$ cat src/rtl/vga_timing_pkg.sv
// XGA raster timing constants and the RAM-port scheduler state type.
// Shared by vga_raster_cnt and vga_scan_scheduler.
package vga_timing_pkg;

    localparam int unsigned XGA_H_VISIBLE = 1024;
    localparam int unsigned XGA_H_FP      = 24;
    localparam int unsigned XGA_H_SYNC    = 136;
    localparam int unsigned XGA_H_BP      = 160;
    localparam int unsigned XGA_V_VISIBLE = 768;
    localparam int unsigned XGA_V_FP      = 3;
    localparam int unsigned XGA_V_SYNC    = 6;
    localparam int unsigned XGA_V_BP      = 29;
    localparam int unsigned XGA_GUARD     = 2;

    localparam int unsigned XGA_H_TOTAL = XGA_H_VISIBLE + XGA_H_FP + XGA_H_SYNC + XGA_H_BP;
    localparam int unsigned XGA_V_TOTAL = XGA_V_VISIBLE + XGA_V_FP + XGA_V_SYNC + XGA_V_BP;

    localparam int unsigned H_CNT_W = 11;
    localparam int unsigned V_CNT_W = 10;

    typedef enum logic [1:0] {
        DISP,
        IDLE,
        GRANT
    } sched_state_t;

endpackage

$ cat src/rtl/vga_raster_cnt.sv
// Horizontal/vertical raster counters with visible-area and capture-window flags.
// SCHED_HBLANK_EN also opens the capture window in horizontal blanking of visible lines.
module vga_raster_cnt
    import vga_timing_pkg::*;
#(
    parameter int unsigned H_VISIBLE = XGA_H_VISIBLE,
    parameter int unsigned H_TOTAL   = XGA_H_TOTAL,
    parameter int unsigned V_VISIBLE = XGA_V_VISIBLE,
    parameter int unsigned V_TOTAL   = XGA_V_TOTAL,
    parameter int unsigned GUARD     = XGA_GUARD
) (
    input  logic               clk,
    input  logic               rst,
    output logic [H_CNT_W-1:0] h_cnt,
    output logic [V_CNT_W-1:0] v_cnt,
    output logic               visible,
    output logic               window
);

    localparam logic [H_CNT_W-1:0] HLast  = H_CNT_W'(H_TOTAL - 1);
    localparam logic [H_CNT_W-1:0] HVis   = H_CNT_W'(H_VISIBLE);
    localparam logic [H_CNT_W-1:0] HGuard = H_CNT_W'(H_TOTAL - GUARD);
    localparam logic [V_CNT_W-1:0] VLast  = V_CNT_W'(V_TOTAL - 1);
    localparam logic [V_CNT_W-1:0] VVis   = V_CNT_W'(V_VISIBLE);

    logic frame_guard;
    logic vblank_win;

    always_ff @(posedge clk or posedge rst) begin
        if (rst) begin
            h_cnt <= '0;
            v_cnt <= '0;
        end else if (h_cnt == HLast) begin
            h_cnt <= '0;
            v_cnt <= (v_cnt == VLast) ? '0 : v_cnt + 1'b1;
        end else begin
            h_cnt <= h_cnt + 1'b1;
        end
    end

    assign visible = (h_cnt < HVis) && (v_cnt < VVis);

    // Last GUARD cycles of the frame give the capture engine time to let go before line 0.
    assign frame_guard = (v_cnt == VLast) && (h_cnt >= HGuard);
    assign vblank_win  = (v_cnt >= VVis) && !frame_guard;

`ifdef SCHED_HBLANK_EN
    logic hblank_win;
    assign hblank_win = (v_cnt < VVis) && (h_cnt >= HVis) && (h_cnt < HGuard);
    assign window     = vblank_win || hblank_win;
`else
    assign window = vblank_win;
`endif

endmodule

$ cat src/rtl/vga_scan_scheduler.sv
// XGA raster generator that owns the sample-RAM port and lends it to capture in blanking.
// Define SCHED_HBLANK_EN to also lend the port during horizontal blanking.
module vga_scan_scheduler
    import vga_timing_pkg::*;
#(
    parameter int unsigned H_VISIBLE = XGA_H_VISIBLE,
    parameter int unsigned H_FP      = XGA_H_FP,
    parameter int unsigned H_SYNC    = XGA_H_SYNC,
    parameter int unsigned H_BP      = XGA_H_BP,
    parameter int unsigned V_VISIBLE = XGA_V_VISIBLE,
    parameter int unsigned V_FP      = XGA_V_FP,
    parameter int unsigned V_SYNC    = XGA_V_SYNC,
    parameter int unsigned V_BP      = XGA_V_BP,
    parameter int unsigned ADDR_W    = 10,
    parameter int unsigned GUARD     = XGA_GUARD
) (
    input  logic               clk,
    input  logic               rst,
    output logic               hsync_n,
    output logic               vsync_n,
    output logic               de,
    output logic [10:0]        px_x,
    output logic [9:0]         px_y,
    output logic               frame_start,
    output logic               rd_en,
    output logic [ADDR_W-1:0]  rd_addr,
    input  logic               cap_req,
    output logic               cap_gnt,
    output logic               cap_abort
);

    localparam int unsigned H_TOTAL = H_VISIBLE + H_FP + H_SYNC + H_BP;
    localparam int unsigned V_TOTAL = V_VISIBLE + V_FP + V_SYNC + V_BP;

    localparam logic [H_CNT_W-1:0] HsStart = H_CNT_W'(H_VISIBLE + H_FP);
    localparam logic [H_CNT_W-1:0] HsEnd   = H_CNT_W'(H_VISIBLE + H_FP + H_SYNC - 1);
    localparam logic [V_CNT_W-1:0] VsStart = V_CNT_W'(V_VISIBLE + V_FP);
    localparam logic [V_CNT_W-1:0] VsEnd   = V_CNT_W'(V_VISIBLE + V_FP + V_SYNC - 1);

    logic [H_CNT_W-1:0] h_cnt;
    logic [V_CNT_W-1:0] v_cnt;
    logic               visible;
    logic               window;
    sched_state_t       state_q, state_d;

    vga_raster_cnt #(
        .H_VISIBLE (H_VISIBLE),
        .H_TOTAL   (H_TOTAL),
        .V_VISIBLE (V_VISIBLE),
        .V_TOTAL   (V_TOTAL),
        .GUARD     (GUARD)
    ) u_raster (
        .clk     (clk),
        .rst     (rst),
        .h_cnt   (h_cnt),
        .v_cnt   (v_cnt),
        .visible (visible),
        .window  (window)
    );

    // Read side runs a cycle ahead of the pixel outputs; rst gating keeps it quiet in reset.
    assign rd_en   = visible && !rst;
    assign rd_addr = h_cnt[ADDR_W-1:0];

    always_ff @(posedge clk or posedge rst) begin
        if (rst) begin
            hsync_n     <= 1'b1;
            vsync_n     <= 1'b1;
            de          <= 1'b0;
            px_x        <= '0;
            px_y        <= '0;
            frame_start <= 1'b0;
        end else begin
            hsync_n     <= !((h_cnt >= HsStart) && (h_cnt <= HsEnd));
            vsync_n     <= !((v_cnt >= VsStart) && (v_cnt <= VsEnd));
            de          <= visible;
            px_x        <= h_cnt;
            px_y        <= v_cnt;
            frame_start <= (h_cnt == '0) && (v_cnt == '0);
        end
    end

    always_ff @(posedge clk or posedge rst) begin
        if (rst) begin
            state_q <= DISP;
        end else begin
            state_q <= state_d;
        end
    end

    always_comb begin
        state_d   = state_q;
        cap_abort = 1'b0;
        unique case (state_q)
            // A request left pending from display time is granted as soon as the window opens.
            DISP: begin
                if (window) begin
                    state_d = cap_req ? GRANT : IDLE;
                end
            end
            IDLE: begin
                if (!window) begin
                    state_d = DISP;
                end else if (cap_req) begin
                    state_d = GRANT;
                end
            end
            GRANT: begin
                if (!window) begin
                    state_d   = DISP;
                    cap_abort = cap_req;
                end else if (!cap_req) begin
                    state_d = IDLE;
                end
            end
            default: state_d = DISP;
        endcase
    end

    // Masking with window drops the grant in the very cycle the window closes.
    assign cap_gnt = (state_q == GRANT) && window;

endmodule
$ cat config.mk
export PLATFORM = sky130hd
export DESIGN_NAME = vga_scan_scheduler
export DESIGN_NICKNAME = d
export VERILOG_FILES = /design/src/rtl/vga_timing_pkg.sv /design/src/rtl/vga_raster_cnt.sv /design/src/rtl/vga_scan_scheduler.sv
export SDC_FILE = /design/constraint.sdc
export NUM_CORES = 1
export LEC_CHECK = 0
export ABC_CLOCK_PERIOD_IN_PS = 3600
export CAP_MARGIN = 10
export CORE_MARGIN = 5
export CORE_UTILIZATION = 45
export CTS_CLUSTER_SIZE = 30
export DETAILED_ROUTE_END_ITERATION = 10
export PLACE_DENSITY_LB_ADDON = 0.3
export SETUP_SLACK_MARGIN = 0.3
export SLEW_MARGIN = 30
export SYNTH_ARGS = -nofsm -noshare
export SYNTH_HDL_FRONTEND = slang
export SYNTH_SLANG_ARGS = --single-unit
$ cat constraint.sdc
create_clock -name clk -period 3.6 [get_ports clk]
set_input_delay 0.72 -clock clk [delete_from_list [all_inputs] [get_ports clk]]
set_output_delay 0.72 -clock clk [all_outputs]
set_load 0.1 [all_outputs]
* Yosys cells after proc, flatten, opt, wreduce, memory -nomap -nowiden *
Index checks and enable logic that the tools add are counted.
W data, S select, Z words.

cells by class
  $add $sub $neg = 2
  multipliers = 0
  div/mod/pow operators = 0
  magnitude comparators = 8
  equality and inequality tests = 7
  shift-type cells = 0
  muxes and demuxes = 11
  bitwise logic cells = 0
  reduce and logical (&&, ||, !) cells = 16

operators by type and width
  operator                 count
  $ge A11 B11 Y1 const B   2
  $ge A10 B10 Y1 const B   2
  $mux W2                  6
  $add A11 B1 Y11 const B  1
  $eq A11 B11 Y1 const B   1
  $le A11 B11 Y1 const B   1
  $logic_not A11 Y1        1
  $lt A11 B11 Y1 const B   1
  $mux W11                 1
  $add A10 B1 Y10 const B  1
  $eq A10 B10 Y1 const B   1
  $le A10 B10 Y1 const B   1
  $logic_not A10 Y1        1
  $lt A10 B10 Y1 const B   1
  $mux W10                 1
  $logic_and A1 B1 Y1      8
  $ne A3 B3 Y1 const B     2
  $pmux W2 S3              1
  $logic_not A1 Y1         4
  $reduce_and A3 Y1        1
  $eq A2 B1 Y1 const B     1
  $eq A2 B2 Y1 const B     1
  $logic_not A2 Y1         1
  $mux W1                  2
  $ne A2 B2 Y1 const B     1

storage, ports and cells
  bits in registers = 48
  bits in latches = 0
  RAM bits = 0
  bits in read-only memories = 0
  output and inout bits = 38
  logic and storage cells = 53
  memories = 0

* Logic depth before layout (Yosys ltp) *
Gate-level depths: netlist of the first run.

  word-level depth = 6
  mapped depth = 6

* Modules after synthesis *
Synthesis of the first run repeated with hierarchy kept, for this count alone.

second synthesis, totals
  cells, all modules = 161
  area total of the unflattened synthesis = 1,979.4 um^2

modules (own cells, without submodules)
  module              times used  cells each  area each (um^2)  seq. area each (um^2)
  vga_raster_cnt      1           109         1,147.4           525.5
  vga_scan_scheduler  1           52          832.0             678.2

* Least setup slack after synthesis of the first run *
Ideal clock, no wire load.

  path kind = register to output
  from = register u_raster.h_cnt[7]
  to = output cap_gnt
  arrival time = 3,224 ps
  required time = 2,880 ps
  setup slack = -344 ps
  cell stages (with the launch flop) = 6
  path buffers = 1
  path through = dfrtp_1 -> clkbuf_1 -> nor4b_1 -> nand4_1 -> a32oi_1 -> nor3b_1

on the way
  word-level cells in the longest chain between the ends = 5

ends and longest elaborated chain
  what                    RTL line                   source
  from (decl)             vga_raster_cnt.sv:14       output logic [H_CNT_W-1:0] h_cnt,
  from (signal assigned)  vga_raster_cnt.sv:37       h_cnt <= h_cnt + 1'b1;
  $ge A11 B11 Y1          vga_raster_cnt.sv:44       assign frame_guard = (v_cnt == VLast) && (h_cnt >= HGuard);
  $logic_and A1 B1 Y1     vga_raster_cnt.sv:44
  $logic_not A1 Y1        vga_raster_cnt.sv:45       assign vblank_win = (v_cnt >= VVis) && !frame_guard;
  $logic_and A1 B1 Y1     vga_raster_cnt.sv:45
  $logic_and A1 B1 Y1     vga_scan_scheduler.sv:121  assign cap_gnt = (state_q == GRANT) && window;
  to (decl)               vga_scan_scheduler.sv:28   output logic cap_gnt,

No other way between the ends.

* Worst setup path after layout of the first run *
  from = register u_raster.v_cnt[7]
  to = output cap_abort

on the way
  word-level cells in the longest chain between the ends = 6
  elaborated cells on any way between the ends = 7
  classes of those cells = 1 x order compare; 1 x eq/ne; 2 x mux; 3 x reduce/logical

ends and longest elaborated chain
  what                                                                    RTL line                   source
  from (decl)                                                             vga_raster_cnt.sv:15       output logic [V_CNT_W-1:0] v_cnt,
  from (signal assigned)                                                  vga_raster_cnt.sv:35       v_cnt <= (v_cnt == VLast) ? '0 : v_cnt + 1'b1;
  parallel branches: the longest is 3 deep, another holds $ge A10 B10 Y1  n/a
  $logic_and A1 B1 Y1 *                                                   vga_raster_cnt.sv:45
  $mux W1 *                                                               vga_scan_scheduler.sv:109  if (!window) begin
  $mux W1 *                                                               vga_scan_scheduler.sv:94   unique case (state_q)
  to (decl)                                                               vga_scan_scheduler.sv:29   output logic cap_abort

Mark *: on every way between the ends.

==> key figures, run 1 <==
Cells and area
  – Layout Nets: 218
  – Share of cells above drive strength 1: 0.128
  – Finished layout cell area: 2510 um^2
  – Ant. Diodes: 0
  – Commonest cells after routing, fill and taps aside: dfrtp_1, clkdlybuf4s50_1, nand2_1
  – Commonest non-fill, non-tap cell in the layout: dfrtp_1
  – Layout area overhead: 23.7%

Clock network
  – CTS Sinks: 48
  – Post-CTS setup buffers: 0
  – Max Buffers Root-to-Sink: 2
  – Clock-pin slew on the worst setup and hold paths: 0.09 ns
  – CTS Buf Count: 5
  – CTS tree: done
  – Worst-Skew Late Latency: 0.30 ns
  – Post-CTS Hold Buffers: 0
  – H-tree Lvls: 2
  – Clk root buf: clkbuf_8

Critical path
  – CP Max Fanout: 6
  – Critical path data required time: 2.88 ns
  – Worst path cell trace: or3_1, or2_2, a32oi_1, and4b_1, buf_12
  – Crit path largest cell delay: 0.44 ns
  – Setup crit end kind: output port
  – Startpoint Class: register
  – Critical path arrival: 2.34 ns
  – Slowest CP cell: dfrtp_1
  – R2R depth: 4
  – Crit Path Class: register to output port

Synthesis
  – Adder-cell area share of the yosys netlist: 0.0308
  – Synth unique cells: 38
  – Largest family of logic cells by synthesized area: simple AND/OR/NAND/NOR gates
  – Top FF cell, synth: dfrtp_1
  – Sequential area share after synthesis: 0.592
  – Post-synth EDFFs: 0
  – XOR/XNOR Fraction of Synth Area: 0.0474
  – Post-Synthesis Cells: 181
  – Ys async rst share: 1.00
  – Post-synth top area cell: dfrtp_1
  – Synth area leaders: dfrtp_1, buf_4, ha_1, xnor2_1, dfstp_2
  – Synth Area per Inst: 11.2 um^2
  – Yosys warnings: 0
  – Simple logic cell fraction of the synthesized area: 0.192
  – Multiplexer share of the synthesized area: 0
  – Synth top area share: 0.567
  – Synth Cell Area: 2030 um^2
  – Synth Area in Compound Gates: 0.0708
  – Syn Nets: 189
  – Synthesized flop and latch total: 48

Place
  – PortBufs: 40
  – RePlAce Congestion: 0.797
  – Post-DP HPWL: 2780 um
  – Placed inst area: 2380 um^2

Routing
  – Drt via density: 5.32
  – DR DRC count: 0
  – Post-Route WL: 3980 um
  – Remaining antenna violation count: 0
  – Routed wire length per instance: 15.1 um
  – Via Count: 1,398
  – First DRT Iteration DRCs: 115
  – First-pass DRT Iterations: 4

Run
  – Max_cap viols: 0

Timing
  – Slew Viols, Final: 0
  – Setup TNS: 0 ns
  – Final setup viols: 0
  – RSZ-0062 raised after global routing: false
  – Worst slew margin relative to its limit: 0.342
  – Fin. Hold Viols: 0
  – Min Clock Period, post-route: 3.06 ns
  – Clk_skew: 0.00863 ns
  – Period utilisation layout: 0.850
  – Worst-Margin Slew: 0.984 ns
  – Max Freq: 327 MHz

Power
  – Pwr dens: 381 nW/um^2
  – Switching part of the total: 0.198
  – Register share of total power: 0.562
  – Gate power share: 0.020
  – Net Switching: 190 uW
  – Peak VDD IR: 0.000198 V
  – Pint: 769 uW
  – Clock power frac: 0.418
  – Pleak: 0.00107 uW

Global route
  – Largest net degree at the start of global routing: 49
  – Total grt overflow: 0
  – Antenna violations before repair: 0
  – Total GRT Usage: 0.142
  – First-pass GRT wire length: 6800 um
  – Vias in the first global route: 1,378

Min path
  – Hold path depth: 0
  – Hold Crit Class: register to register

Floorplan
  – Ports: 41
  – Initial Utilization: 0.467
  – Die X: 77.2 um
  – Die area: 5960 um^2
  – Row count: 24
  – Core Region: 4350 um^2
  – Die Height: 77.2 um

Outcome
  – Outcome: finished clean
critical path, delay by kind of cell, from the launching register on:
kind | cells | cell delay, ns
and+or+nand+nor | 3 | 1.07
DFF | 1 | 0.44
AOI/OAI and AO/OA | 1 | 0.33
buffers and inverters | 1 | 0.19
cell usage after synthesis (all sizes together) (3+ instances only):
| library cell | n |
|---|---|
| buf | 12 |
| and2 | 3 |
| o21ai | 7 |
| nor3 | 8 |
| a21oi | 6 |
| nor2 | 11 |
| nand2 | 13 |
| clkbuf | 7 |
| inv | 5 |
| or3 | 5 |
| xnor2 | 7 |
| ha | 5 |
| xor2 | 4 |
| dfrtp | 46 |
| nand3 | 6 |
| nand4 | 7 |
per-layer routing:
| metal | global-route usage | wire, um |
|---|---|---|
| met2 | 0.227 | 1930 |
| met5 | 0 | 0 |
| met1 | 0.180 | 1790 |
| met4 | 0.0464 | 59 |
| met3 | 0.0480 | 206 |
sequential cells by signal, indices dropped and copies added, names as in the netlist:
signal	count
px_y	10
de	1
u_raster.v_cnt	10
state_q	2
hsync_n	1
vsync_n	1
frame_start	1
px_x	11
u_raster.h_cnt	11
path summary, 6_finish.rpt:
path / startpoint / to / slack, ns
setup / recovery: u_raster.v_cnt[7]$_DFFE_PP0N_ / cap_abort / 0.54
hold / removal: u_raster.v_cnt[6]$_DFFE_PP0N_ / px_y[6]$_DFF_PP0_ / 0.46
setup reg to reg: u_raster.h_cnt[6]$_DFF_PP0_ / u_raster.v_cnt[5]$_DFFE_PP0N_ / 1.23
hold reg to reg: u_raster.v_cnt[6]$_DFFE_PP0N_ / px_y[6]$_DFF_PP0_ / 0.46
max in group asynchronous: rst / px_y[2]$_DFF_PP0_ / 2.19
min in group asynchronous: rst / u_raster.h_cnt[10]$_DFF_PP0_ / 0.92
stage by stage:
step / power (uW) / hold WS (ns) / setup slack (ns) / util / instances
2_1_floorplan: 562 / 0.352 / 0.538 / - / 181
3_3_place_gp: 569 / 0.409 / 0.885 / 0.548 / 255
3_5_place_dp: 569 / 0.427 / 0.797 / 0.548 / 255
4_1_cts: 972 / 0.455 / 0.469 / 0.576 / 263
5_1_grt: 999 / 0.475 / 0.347 / 0.577 / 263
6_report: 959 / 0.458 / 0.541 / 0.577 / 263
kinds of logic (layout without fill, tap and decap cells):
kind of cell / Yosys count / after routing
fa+ha+maj: 5 / 5
buf+inv: 24 / 54
flops: 48 / 48
simple gates: 70 / 70
xor+xnor: 11 / 11
compound gates: 23 / 23
final cells by class:
class | instances | area (um^2)
timing repair buffer | 41 | 395
clock buffer | 6 | 82.6
multi-input combinational | 109 | 708
fill | 388 | 1840
sequential | 48 | 1200
clock inverter | 2 | 38.8
inverter | 5 | 20.0
tap | 52 | 65.1
power by group through the flow:
stage | sequential (uW) | combinational, uW | clock (uW)
after floorplan | 549 | 13.0 | 0
after global placement | 549 | 19.2 | 0
after detailed placement | 549 | 19.7 | 0
after CTS | 539 | 19.8 | 413
after global routing | 539 | 21.5 | 439
final | 539 | 19.0 | 401
timing repair:
action / CTS / global route
gates resized for setup: 0 / 1
endpoints found under the hold margin: 0 / 0
setup endpoints to repair: 0 / 1
Note: power is estimated with default switching activity, not from simulation.
==> run 2, diff against run 1 <==
Settings changed: ABC_CLOCK_PERIOD_IN_PS 3600 to 2700.
Clock period 3.6 ns to 2.7 ns, I/O delays scaled along.
==> run 2 against run 1 <==
First-iteration DRC count grew 14%. Critical path type unchanged. Clock power grew 9.5%. Clock-buffer cell count grew 1. Final area grew 6.7%. Power grew 24%.
==> key figures, run 2 (same netlist as run 1, synthesis figures left out) <==
Outcome
  – Outcome: finished clean

Cells and area
  – Ant. Diodes: 0
  – Layout area overhead: 32.0%
  – Commonest cells after routing, fill and taps aside: buf_4, dfrtp_1, nand2_1
  – Share of cells above drive strength 1: 0.380
  – Layout Nets: 241
  – Commonest non-fill, non-tap cell in the layout: buf_4
  – Top Registers: px_x x11, u_raster.h_cnt x11
  – Core Util, Final: 0.616

Routing
  – First-pass DRT Iterations: 4
  – Top routing layer in use: met4
  – Post-Route WL: 4440 um
  – First DRT Iteration DRCs: 131
  – Via Count: 1,530
  – Routed wl met3: 213 um
  – DR DRC count: 0
  – Drt via density: 5.35
  – Routed wire length per instance: 15.5 um
  – Remaining antenna violation count: 0
  – M1 WL: 1870 um
  – Met2 WL: 2290 um

Clock network
  – CTS tree: done
  – CTS Sinks: 48
  – Clock-pin slew on the worst setup and hold paths: 0.08 ns
  – Max Buffers Root-to-Sink: 2
  – CTS Buf Count: 5
  – Worst-Skew Late Latency: 0.30 ns
  – Clk root buf: clkbuf_8
  – H-tree Lvls: 2

Global route
  – Antenna violations before repair: 0
  – First-pass GRT wire length: 7710 um
  – Total grt overflow: 0
  – Largest net degree at the start of global routing: 26
  – Total GRT Usage: 0.160
  – Vias in the first global route: 1,587

Critical path
  – Crit path buf inv count: 1
  – Delay-heaviest family, CP: simple AND/OR/NAND/NOR gates
  – Critical path launch point: u_raster.v_cnt[6]$_DFFE_PP0N_
  – Reg-to-reg setup timing slack: 0.43 ns
  – R2R depth: 5
  – Crit Path Class: register to output port
  – Worst R2R Start: u_raster.h_cnt[6]$_DFF_PP0_
  – Crit path largest cell delay: 0.40 ns
  – CP Max Fanout: 2
  – Reg2reg end: u_raster.v_cnt[9]$_DFFE_PP0N_
  – Critical Path End: cap_abort
  – Worst path cell trace: or3_4, or2_4, a32oi_2, and4b_4, buf_12
  – Slowest CP cell: dfrtp_1
  – Startpoint Class: register
  – Critical path arrival: 1.97 ns
  – Critical path depth in cells: 5
  – Setup crit end kind: output port
  – Critical path data required time: 2.16 ns

Min path
  – Hold Crit Class: register to register
  – Hold path depth: 0

Timing
  – Clk_skew: 0.0139 ns
  – Final setup viols: 0
  – Max Freq: 399 MHz
  – Worst slew margin relative to its limit: 0.601
  – Min Clock Period, post-route: 2.51 ns
  – Fin. Hold Viols: 0
  – Period utilisation layout: 0.928
  – Slew Viols, Final: 0
  – RSZ-0062 raised after global routing: true
  – Worst-Margin Slew: 0.592 ns
  – Hold Slack: 0.496 ns

Place
  – Post-DP HPWL: 3040 um
  – PortBufs: 40
  – RePlAce Congestion: 0.847

Power
  – Peak VDD IR: 0.000218 V
  – Pwr dens: 443 nW/um^2
  – Pleak: 0.00123 uW
  – Total power: 1190 uW

Floorplan
  – Die area: 5960 um^2
  – Ports: 41
  – Die X: 77.2 um
  – Core Region: 4350 um^2
  – Die Height: 77.2 um
  – Initial Utilization: 0.467
  – Row count: 24

Run
  – Max_cap viols: 0
-- run 2: worst min-delay path by stage --
stage | slack [ns] | from | to
finish | 0.50 | u_raster.h_cnt[3]$_DFF_PP0_ | px_x[3]$_DFF_PP0_
global route | 0.52 | u_raster.h_cnt[3]$_DFF_PP0_ | px_x[3]$_DFF_PP0_
CTS | 0.48 | u_raster.v_cnt[0]$_DFFE_PP0N_ | px_y[0]$_DFF_PP0_
detailed placement | 0.43 | u_raster.v_cnt[6]$_DFFE_PP0N_ | px_y[6]$_DFF_PP0_
global placement | 0.41 | u_raster.v_cnt[6]$_DFFE_PP0N_ | px_y[6]$_DFF_PP0_
floorplan | 0.35 | u_raster.v_cnt[3]$_DFFE_PP0N_ | px_y[3]$_DFF_PP0_
-- run 2: area by class of cell --
cell class              count  area [um^2]
fillers                   344         1670
flip-flops and latches     48         1210
multi-input cells         109          758
repair buffers             64          536
clock buffers               7         86.3
well taps                  52         65.1
inverters                   5         18.8
clock inverters             1         7.51
-- run 2: per-stage QoR --
step | setup TNS [ns] | instance area [um^2] | setup slack, ns | std cells
after detailed placement | 0 | 2410 | 0.270 | 261
after floorplan | -0.0741 | 2060 | -0.0741 | 181
after global routing | 0 | 2680 | 0.128 | 286
after CTS | 0 | 2590 | 0.196 | 277
final | 0 | 2680 | 0.194 | 286
after global placement | 0 | 2410 | 0.291 | 261
-- run 2: report_power, final --
part | total, uW | internal, uW | switching [uW]
sequential | 718 | 718 | 0
combinational | 30.9 | 9.06 | 21.8
clock | 439 | 208 | 231
total | 1190 | 936 | 253
-- run 2: layer usage --
| layer | track usage | vias to the layer above |
|---|---|---|
| met5 | 0 | - |
| met4 | 0.0601 | 0 |
| met3 | 0.0445 | 7 |
| met2 | 0.272 | 40 |
| met1 | 0.191 | 754 |
| li1 | - | 729 |
-- run 2: timing repair --
item	CTS	global route
endpoints found under the setup margin	2	4
pin swaps	4	6
endpoints found under the hold margin	0	0
resized for setup	8	6
hold buffers	0	0
setup buffers	8	9
cloned	0	0
